--- src/rtl/audio_ctrl_if.sv ---
// -----------------------------------------------------------------------------
// audio_ctrl_if
//   CPU register bus for the PCM audio controller.
//   Signals:
//     reg_addr    2  register select (0 CTRL, 1 RATE, 2 DATA, 3 IRQ)
//     reg_wrdata  8  CPU write data
//     reg_write   1  one-cycle write strobe
//     reg_read    1  one-cycle read strobe
//     reg_rddata  8  read data, valid the cycle after reg_read, held until next read
//   Modports: master = CPU side, slave = audio_ctrl side.
// -----------------------------------------------------------------------------
interface audio_ctrl_if;
   logic [1:0] reg_addr;
   logic [7:0] reg_wrdata;
   logic       reg_write;
   logic       reg_read;
   logic [7:0] reg_rddata;

   modport master (
      output reg_addr,
      output reg_wrdata,
      output reg_write,
      output reg_read,
      input  reg_rddata
   );

   modport slave (
      input  reg_addr,
      input  reg_wrdata,
      input  reg_write,
      input  reg_read,
      output reg_rddata
   );
endinterface

--- src/rtl/audio_ctrl.sv ---
// -----------------------------------------------------------------------------
// audio_ctrl
//   Register front-end and scheduler for the PCM audio path. Decodes the four
//   CPU registers, forwards DATA writes to the pcm FIFO, generates the
//   next_sample tick, commits rate/mode/volume only on sample boundaries (or
//   on a FIFO restart) and raises the almost-empty / overflow interrupt.
//   Ports:
//     clk                  system clock
//     rst                  synchronous active-high reset
//     bus                  CPU register bus (audio_ctrl_if.slave)
//     i_fifo_full          pcm FIFO full
//     i_fifo_almost_empty  pcm FIFO almost empty
//     o_next_sample        one-cycle tick every CLK_DIV cycles
//     o_sample_rate        committed rate (<= 128)
//     o_mode_stereo        committed stereo mode
//     o_mode_16bit         committed 16-bit mode
//     o_volume             committed volume
//     o_fifo_reset         one-cycle FIFO reset pulse
//     o_fifo_wrdata        FIFO write data
//     o_fifo_write         one-cycle FIFO write strobe
//     o_irq                level interrupt to CPU
// -----------------------------------------------------------------------------
module audio_ctrl #(
   parameter int CLK_DIV = 512
) (
   input  logic         clk,
   input  logic         rst,
   audio_ctrl_if.slave  bus,
   input  logic         i_fifo_full,
   input  logic         i_fifo_almost_empty,
   output logic         o_next_sample,
   output logic [7:0]   o_sample_rate,
   output logic         o_mode_stereo,
   output logic         o_mode_16bit,
   output logic [3:0]   o_volume,
   output logic         o_fifo_reset,
   output logic [7:0]   o_fifo_wrdata,
   output logic         o_fifo_write,
   output logic         o_irq
);

   localparam int DIV_W = $clog2(CLK_DIV);

   typedef enum logic [1:0] {
      REG_CTRL = 2'd0,
      REG_RATE = 2'd1,
      REG_DATA = 2'd2,
      REG_IRQ  = 2'd3
   } reg_sel_e;

   typedef struct packed {
      logic [7:0] rate;
      logic       mode_16bit;
      logic       mode_stereo;
      logic [3:0] volume;
   } cfg_t;

   logic [DIV_W-1:0] r_div;
   cfg_t             r_shadow;
   cfg_t             r_commit;
   logic             r_fifo_reset;
   logic             r_fifo_write;
   logic [7:0]       r_fifo_wrdata;
   logic             r_aflow_en;
   logic             r_ovf_sticky;
   logic             r_irq;
   logic [7:0]       r_rddata;

   logic             w_tick;
   logic             w_wr_ctrl;
   logic             w_wr_rate;
   logic             w_wr_data;
   logic             w_wr_irq;
   logic             w_restart;
   logic             w_data_ok;
   logic             w_data_drop;
   logic [7:0]       w_rate_clamped;
   logic [7:0]       w_rd_mux;

   assign w_tick      = (r_div == DIV_W'(CLK_DIV - 1));

   assign w_wr_ctrl   = bus.reg_write && (bus.reg_addr == REG_CTRL);
   assign w_wr_rate   = bus.reg_write && (bus.reg_addr == REG_RATE);
   assign w_wr_data   = bus.reg_write && (bus.reg_addr == REG_DATA);
   assign w_wr_irq    = bus.reg_write && (bus.reg_addr == REG_IRQ);

   // A CTRL write with bit7 set restarts the FIFO; that is a clean boundary,
   // so the new configuration is committed at once instead of waiting a tick.
   assign w_restart   = w_wr_ctrl && bus.reg_wrdata[7];

   // fifo_full is sampled per write so back-to-back writes never stall.
   assign w_data_ok   = w_wr_data && !i_fifo_full;
   assign w_data_drop = w_wr_data &&  i_fifo_full;

   assign w_rate_clamped = (bus.reg_wrdata > 8'd128) ? 8'd128 : bus.reg_wrdata;

   // NOTE: every variable gets a default before the case so no path leaves it
   // unassigned; otherwise synthesis would infer a latch.
   always_comb begin
      w_rd_mux = 8'h00;
      unique case (bus.reg_addr)
         REG_CTRL: w_rd_mux = {1'b0, i_fifo_full, r_shadow.mode_16bit,
                               r_shadow.mode_stereo, r_shadow.volume};
         REG_RATE: w_rd_mux = r_shadow.rate;
         REG_DATA: w_rd_mux = 8'h00;
         REG_IRQ:  w_rd_mux = {5'b0, r_ovf_sticky,
                               r_aflow_en & i_fifo_almost_empty, r_aflow_en};
         default:  w_rd_mux = 8'h00;
      endcase
   end

   // NOTE: state uses non-blocking assignments so every register samples the
   // pre-edge values; blocking here would create order-dependent races.
   always_ff @(posedge clk) begin
      if (rst) begin
         r_div         <= '0;
         r_shadow      <= '0;
         r_commit      <= '0;
         r_fifo_reset  <= 1'b0;
         r_fifo_write  <= 1'b0;
         r_fifo_wrdata <= 8'h00;
         r_aflow_en    <= 1'b0;
         r_ovf_sticky  <= 1'b0;
         r_irq         <= 1'b0;
         r_rddata      <= 8'h00;
      end else begin
         r_div <= w_tick ? '0 : r_div + 1'b1;

         if (w_wr_ctrl) begin
            r_shadow.mode_16bit  <= bus.reg_wrdata[5];
            r_shadow.mode_stereo <= bus.reg_wrdata[4];
            r_shadow.volume      <= bus.reg_wrdata[3:0];
         end
         if (w_wr_rate) begin
            r_shadow.rate <= w_rate_clamped;
         end

         // Restart commits the CTRL bits being written; a tick commits the
         // shadow as it stood before this edge.
         if (w_restart) begin
            r_commit.rate        <= r_shadow.rate;
            r_commit.mode_16bit  <= bus.reg_wrdata[5];
            r_commit.mode_stereo <= bus.reg_wrdata[4];
            r_commit.volume      <= bus.reg_wrdata[3:0];
         end else if (w_tick) begin
            r_commit <= r_shadow;
         end

         r_fifo_reset <= w_restart;
         r_fifo_write <= w_data_ok;
         if (w_data_ok) begin
            r_fifo_wrdata <= bus.reg_wrdata;
         end

         if (w_wr_irq) begin
            r_aflow_en <= bus.reg_wrdata[0];
         end
         // Set wins over a same-cycle write-1-to-clear.
         if (w_data_drop) begin
            r_ovf_sticky <= 1'b1;
         end else if (w_wr_irq && bus.reg_wrdata[2]) begin
            r_ovf_sticky <= 1'b0;
         end

         r_irq <= (r_aflow_en & i_fifo_almost_empty) | r_ovf_sticky;

         if (bus.reg_read) begin
            r_rddata <= w_rd_mux;
         end
      end
   end

   assign o_next_sample  = w_tick;
   assign o_sample_rate  = r_commit.rate;
   assign o_mode_stereo  = r_commit.mode_stereo;
   assign o_mode_16bit   = r_commit.mode_16bit;
   assign o_volume       = r_commit.volume;
   assign o_fifo_reset   = r_fifo_reset;
   assign o_fifo_wrdata  = r_fifo_wrdata;
   // A FIFO reset in the same output cycle wins over a write.
   assign o_fifo_write   = r_fifo_write & ~r_fifo_reset;
   assign o_irq          = r_irq;
   assign bus.reg_rddata = r_rddata;

endmodule

--- src/flat_wrapper.sv ---
// flat-port wrapper written by rule: the top's interface ports become plain ports
module audio_ctrl_flat 
#(
   parameter int CLK_DIV = 512
)
  (clk, rst, i_fifo_full, i_fifo_almost_empty, o_next_sample, o_sample_rate, o_mode_stereo, o_mode_16bit, o_volume, o_fifo_reset, o_fifo_wrdata, o_fifo_write, o_irq, bus_reg_addr, bus_reg_wrdata, bus_reg_write, bus_reg_read, bus_reg_rddata);
  audio_ctrl_if bus_i ();
  input  logic clk;
  input  logic rst;
  input  logic i_fifo_full;
  input  logic i_fifo_almost_empty;
  output logic o_next_sample;
  output logic [7:0] o_sample_rate;
  output logic o_mode_stereo;
  output logic o_mode_16bit;
  output logic [3:0] o_volume;
  output logic o_fifo_reset;
  output logic [7:0] o_fifo_wrdata;
  output logic o_fifo_write;
  output logic o_irq;
  input wire logic [$bits(bus_i.reg_addr)-1:0] bus_reg_addr;
  input wire logic [$bits(bus_i.reg_wrdata)-1:0] bus_reg_wrdata;
  input wire logic [$bits(bus_i.reg_write)-1:0] bus_reg_write;
  input wire logic [$bits(bus_i.reg_read)-1:0] bus_reg_read;
  output wire logic [$bits(bus_i.reg_rddata)-1:0] bus_reg_rddata;
  assign bus_i.reg_addr = bus_reg_addr;
  assign bus_i.reg_wrdata = bus_reg_wrdata;
  assign bus_i.reg_write = bus_reg_write;
  assign bus_i.reg_read = bus_reg_read;
  assign bus_reg_rddata = bus_i.reg_rddata;
  audio_ctrl #(.CLK_DIV(CLK_DIV)) u_core (.clk(clk), .rst(rst), .bus(bus_i), .i_fifo_full(i_fifo_full), .i_fifo_almost_empty(i_fifo_almost_empty), .o_next_sample(o_next_sample), .o_sample_rate(o_sample_rate), .o_mode_stereo(o_mode_stereo), .o_mode_16bit(o_mode_16bit), .o_volume(o_volume), .o_fifo_reset(o_fifo_reset), .o_fifo_wrdata(o_fifo_wrdata), .o_fifo_write(o_fifo_write), .o_irq(o_irq));
endmodule
--- config.mk ---
export PLATFORM = sky130hd
export DESIGN_NAME = audio_ctrl_flat
export DESIGN_NICKNAME = d
export VERILOG_FILES = /design/src/rtl/audio_ctrl_if.sv /design/src/rtl/audio_ctrl.sv /design/src/flat_wrapper.sv
export SDC_FILE = /design/constraint.sdc
export NUM_CORES = 1
export LEC_CHECK = 0
export ABC_AREA = 0
export BUFFER_PORTS_ARGS = -buffer_cell sky130_fd_sc_hd__clkbuf_2
export CORE_ASPECT_RATIO = 0.7
export CORE_MARGIN = 2
export CORE_UTILIZATION = 54
export CTS_CLUSTER_DIAMETER = 80
export CTS_CLUSTER_SIZE = 40
export DETAILED_ROUTE_END_ITERATION = 10
export PLACE_DENSITY = 0.79
export SKIP_LAST_GASP = 1
export SLEW_MARGIN = 10
export SYNTH_ARGS = -nofsm -noshare
export SYNTH_HDL_FRONTEND = slang
export SYNTH_SLANG_ARGS = --single-unit
export TNS_END_PERCENT = 100
--- constraint.sdc ---
create_clock -name clk -period 2.2 [get_ports clk]
set_input_delay 0.11 -clock clk [delete_from_list [all_inputs] [get_ports clk]]
set_output_delay 0.11 -clock clk [all_outputs]
set_load 0.02 [all_outputs]
==> impl_metrics.toml <==
[status]
outcome = "finished clean"

[sta]
tightest_slew_ns = 0.534
max_freq_mhz = 509
tns_ns = 0
setup_viol = 0
slew_violations = 0
finalHoldViolations = 0
finalCriticalPeriod_ns = 1.96
slew_headroom_pct = 64.2
rsz0062_at_grt = "false"
fin_crit_sh_pct = 89.3
skew_ns = 0.00342

[clocking]
htreeDepth = 3
clkTransAtPathRegs_ns = 0.06
cts_sinks = 58
clock_latency_ns = 0.33
postCtsSetupBuffers = 0
cts_tree = "yes"
ctsRootBufferMaster = "clkbuf_8"
cts_made_buffers = 9
cts_buffer_depth = 2

[floorplanning]
die_y_um = 60.2
die-area_um2 = 5070
num_rows = 20
initial_core_util_pct = 56.2
fp.dieW_um = 84.2
io_pins = 50
core-area_um2 = 4330

[pwr]
power.density_nw_per_um2 = 753
p_leak_uw = 0.00119
ir_worst_vdd_mv = 0.461

[grt]
grt_pass1_vias = 1899
antenna_found_initial = 0
gr-total-overflow = 0
grt_pass1_wl_um = 8540
grt_usage_pct = 21.8
grt_start_max_net_pins = 26

[finish]
areaGrowthSynthToFinish_pct = 17.7
fin_area_um2 = 2860
fillerInstances = 385
n_antenna_cell = 0
final_nets = 327
drive_above_1_share_pct = 22.9

[synthesis]
synthesis.area_um2 = 2430
postSynthCellCount = 264
syn_avg_cell_area_um2 = 9.22
synth.distinct_cells = 34
ys_seq_area_share_pct = 47.7
syn_nets = 282
yosysWarnings = 0
ys_ff_latch = 58

[worst_hold_path]
hold_depth = 3
hp-start = "bus_reg_wrdata[6]"
hold_class = "in2reg"
min_to = "u_core.o_fifo_wrdata[6]$_SDFFE_PP0P_"

[detailed_routing]
drt-total-wl_um = 5080
drt-initial-drc-count = 92
drc = 0
routedWlPerCell_um = 13.8
viasPerCell = 5.31
firstDrtPassIters = 4
route.vias.total = 1961
postRouteAntennaNets = 0

[worst_setup_path]
crit_family = "adder cells"
rr_worst_depth = 6
critPathLaunchType = "flip-flop"
critPathBufInv = 1
crit_fanout = 10
crit_slowest_cell = "ha_2"
r2r_slack_ns = 0.43
arrival_ns = 1.85
crit_chain = "ha_1, nand3_1, nor2_1, ha_2, clkbuf_2"
reg2reg_from = "u_core.r_div[0]$_SDFF_PP0_"
endpoint_kind = "output port"
crit_cells = 5
max_stage_delay_ns = 0.41
r2r_end = "u_core.o_volume[2]$_SDFFE_PP0P_"
worst-endpoint-required_ns = 2.09
critical_path_class = "reg2out"

[job]
maxCapViolations = 0

[placed_design]
place_area_um2 = 2680
place_hpwl_um = 3540
portBuffers = 49
place_congestion = 0.784
[metal layers]
metal  wire length [um]  track usage, %
met1               2510            27.0
met2               2140            35.4
met3                372            7.87
met4                 59            8.53
met5                  0               0
[worst max-delay path by stage]
| stage | from | end | slack [ns] |
|---|---|---|---|
| after floorplan | u_core.r_div[0]$_SDFF_PP0_ | u_core.r_div[2]$_SDFF_PP0_ | 0.36 |
| after global placement | u_core.r_div[0]$_SDFF_PP0_ | u_core.o_volume[1]$_SDFFE_PP0P_ | 0.40 |
| after detailed placement | u_core.r_div[0]$_SDFF_PP0_ | u_core.o_volume[2]$_SDFFE_PP0P_ | 0.29 |
| after CTS | u_core.r_div[0]$_SDFF_PP0_ | o_next_sample | 0.06 |
| after global routing | u_core.r_div[0]$_SDFF_PP0_ | o_next_sample | 0.12 |
| final | u_core.r_div[0]$_SDFF_PP0_ | o_next_sample | 0.24 |
[cell type report]
cell class                 instances  area [um2]  share of cell area (%)
sequential                        58        1160                    40.5
timing repair buffer              53         275                    9.61
multi-input combinational        186        1170                    40.9
tap                               55        68.8                    2.40
clock inverter                     2        10.0                   0.349
clock buffer                      14         173                    6.03
inverter                           1        3.75                   0.131
[state kept, by name, summed over array words and instances, names as in the netlist]
register,cells
u_core.bus.reg_rddata,8
u_core.o_fifo_reset,1
u_core.o_fifo_wrdata,8
u_core.o_irq,1
u_core.o_mode_16bit,1
u_core.o_mode_stereo,1
u_core.o_sample_rate,8
u_core.o_volume,4
u_core.r_aflow_en,1
u_core.r_div,9
u_core.r_fifo_write,1
u_core.r_ovf_sticky,1
u_core.r_shadow,14
[per-stage QoR]
step | setup slack [ns] | hold slack (ns) | power, uW | utilization [%] | std cells
6_report | 0.236 | 0.0343 | 2160 | 66.2 | 369
5_1_grt | 0.118 | 0.0479 | 2230 | 66.2 | 369
4_1_cts | 0.0606 | 0.0198 | 2170 | 66.1 | 369
3_5_place_dp | 0.289 | 0.380 | 1280 | 61.9 | 353
3_3_place_gp | 0.405 | 0.376 | 1280 | 61.9 | 353
2_1_floorplan | 0.358 | 0.246 | 1230 | - | 264
[cell families after synthesis]
kind of cell | count (synthesis) | synth area share (%)
AND/OR/NAND/NOR | 113 | 24.1
AO/OA/AOI/OAI | 40 | 10.1
adder cells (fa/ha/maj) | 2 | 1.03
flip-flops | 58 | 47.7
multiplexers | 28 | 11.7
XOR/XNOR | 3 | 1.08
buffers and inverters | 20 | 4.22
[cells in the final DEF, fill, tap and decap left out, types with 4 or more instances in the layout]
cell / synthesis / routed
a211oi_1: 6 / 6
a21oi_1: 25 / 25
buf_4: 2 / 4
nor2b_1: 6 / 6
mux2i_1: 24 / 24
mux2_1: 4 / 4
clkbuf_2: 0 / 49
nand3_1: 9 / 9
nand2b_1: 17 / 17
nor2_1: 30 / 30
clkbuf_8: 0 / 12
dfxtp_1: 58 / 58
nand2_1: 26 / 26
nand3b_1: 8 / 8
[repair_timing]
action                                 4_1_cts  5_1_grt
endpoints found under the hold margin        0        0
hold buffers                                 0        0
resized for setup                            0        1
setup endpoints to repair                    0        1
[cells in the mapped netlist]
| cell type | instances | area [um2] |
|---|---|---|
| a211oi_1 | 6 | 45.0 |
| a21oi_1 | 25 | 125 |
| a21oi_4 | 1 | 16.3 |
| a2bb2oi_1 | 1 | 8.76 |
| a31oi_1 | 1 | 6.26 |
| and2_1 | 2 | 12.5 |
| and3b_1 | 1 | 8.76 |
| buf_2 | 4 | 20.0 |
| buf_4 | 2 | 15.0 |
| buf_6 | 2 | 22.5 |
| clkbuf_1 | 11 | 41.3 |
| dfxtp_1 | 58 | 1160 |
| ha_1 | 2 | 25.0 |
| inv_2 | 1 | 3.75 |
| mux2_1 | 4 | 45.0 |
| mux2i_1 | 24 | 240 |
| nand2_1 | 26 | 97.6 |
| nand2b_1 | 17 | 106 |
| nand3_1 | 9 | 45.0 |
| nand3b_1 | 8 | 60.1 |
| nand4_1 | 2 | 12.5 |
| nand4b_1 | 1 | 8.76 |
| nand4bb_1 | 2 | 22.5 |
| nor2_1 | 30 | 113 |
| nor2b_1 | 6 | 37.5 |
| nor3_1 | 3 | 15.0 |
| nor3b_2 | 1 | 12.5 |
| nor4bb_1 | 1 | 10.0 |
| o211a_1 | 3 | 30.0 |
| o21ai_0 | 3 | 15.0 |
| or2_2 | 1 | 6.26 |
| or3_1 | 3 | 18.8 |
| xnor2_1 | 1 | 8.76 |
| xor2_1 | 2 | 17.5 |
[tightest hold or removal path, stage by stage]
cell and delay [ns]:
clkbuf_2 0.11, nand2_1 0.06, a21oi_1 0.05
[power by group]
part | switching [uW] | internal, uW
Clock | 396 | 498
Sequential | 18.5 | 1080
Combinational | 102 | 65.1
Total | 516 | 1640
(Power assumes the default switching activity.)
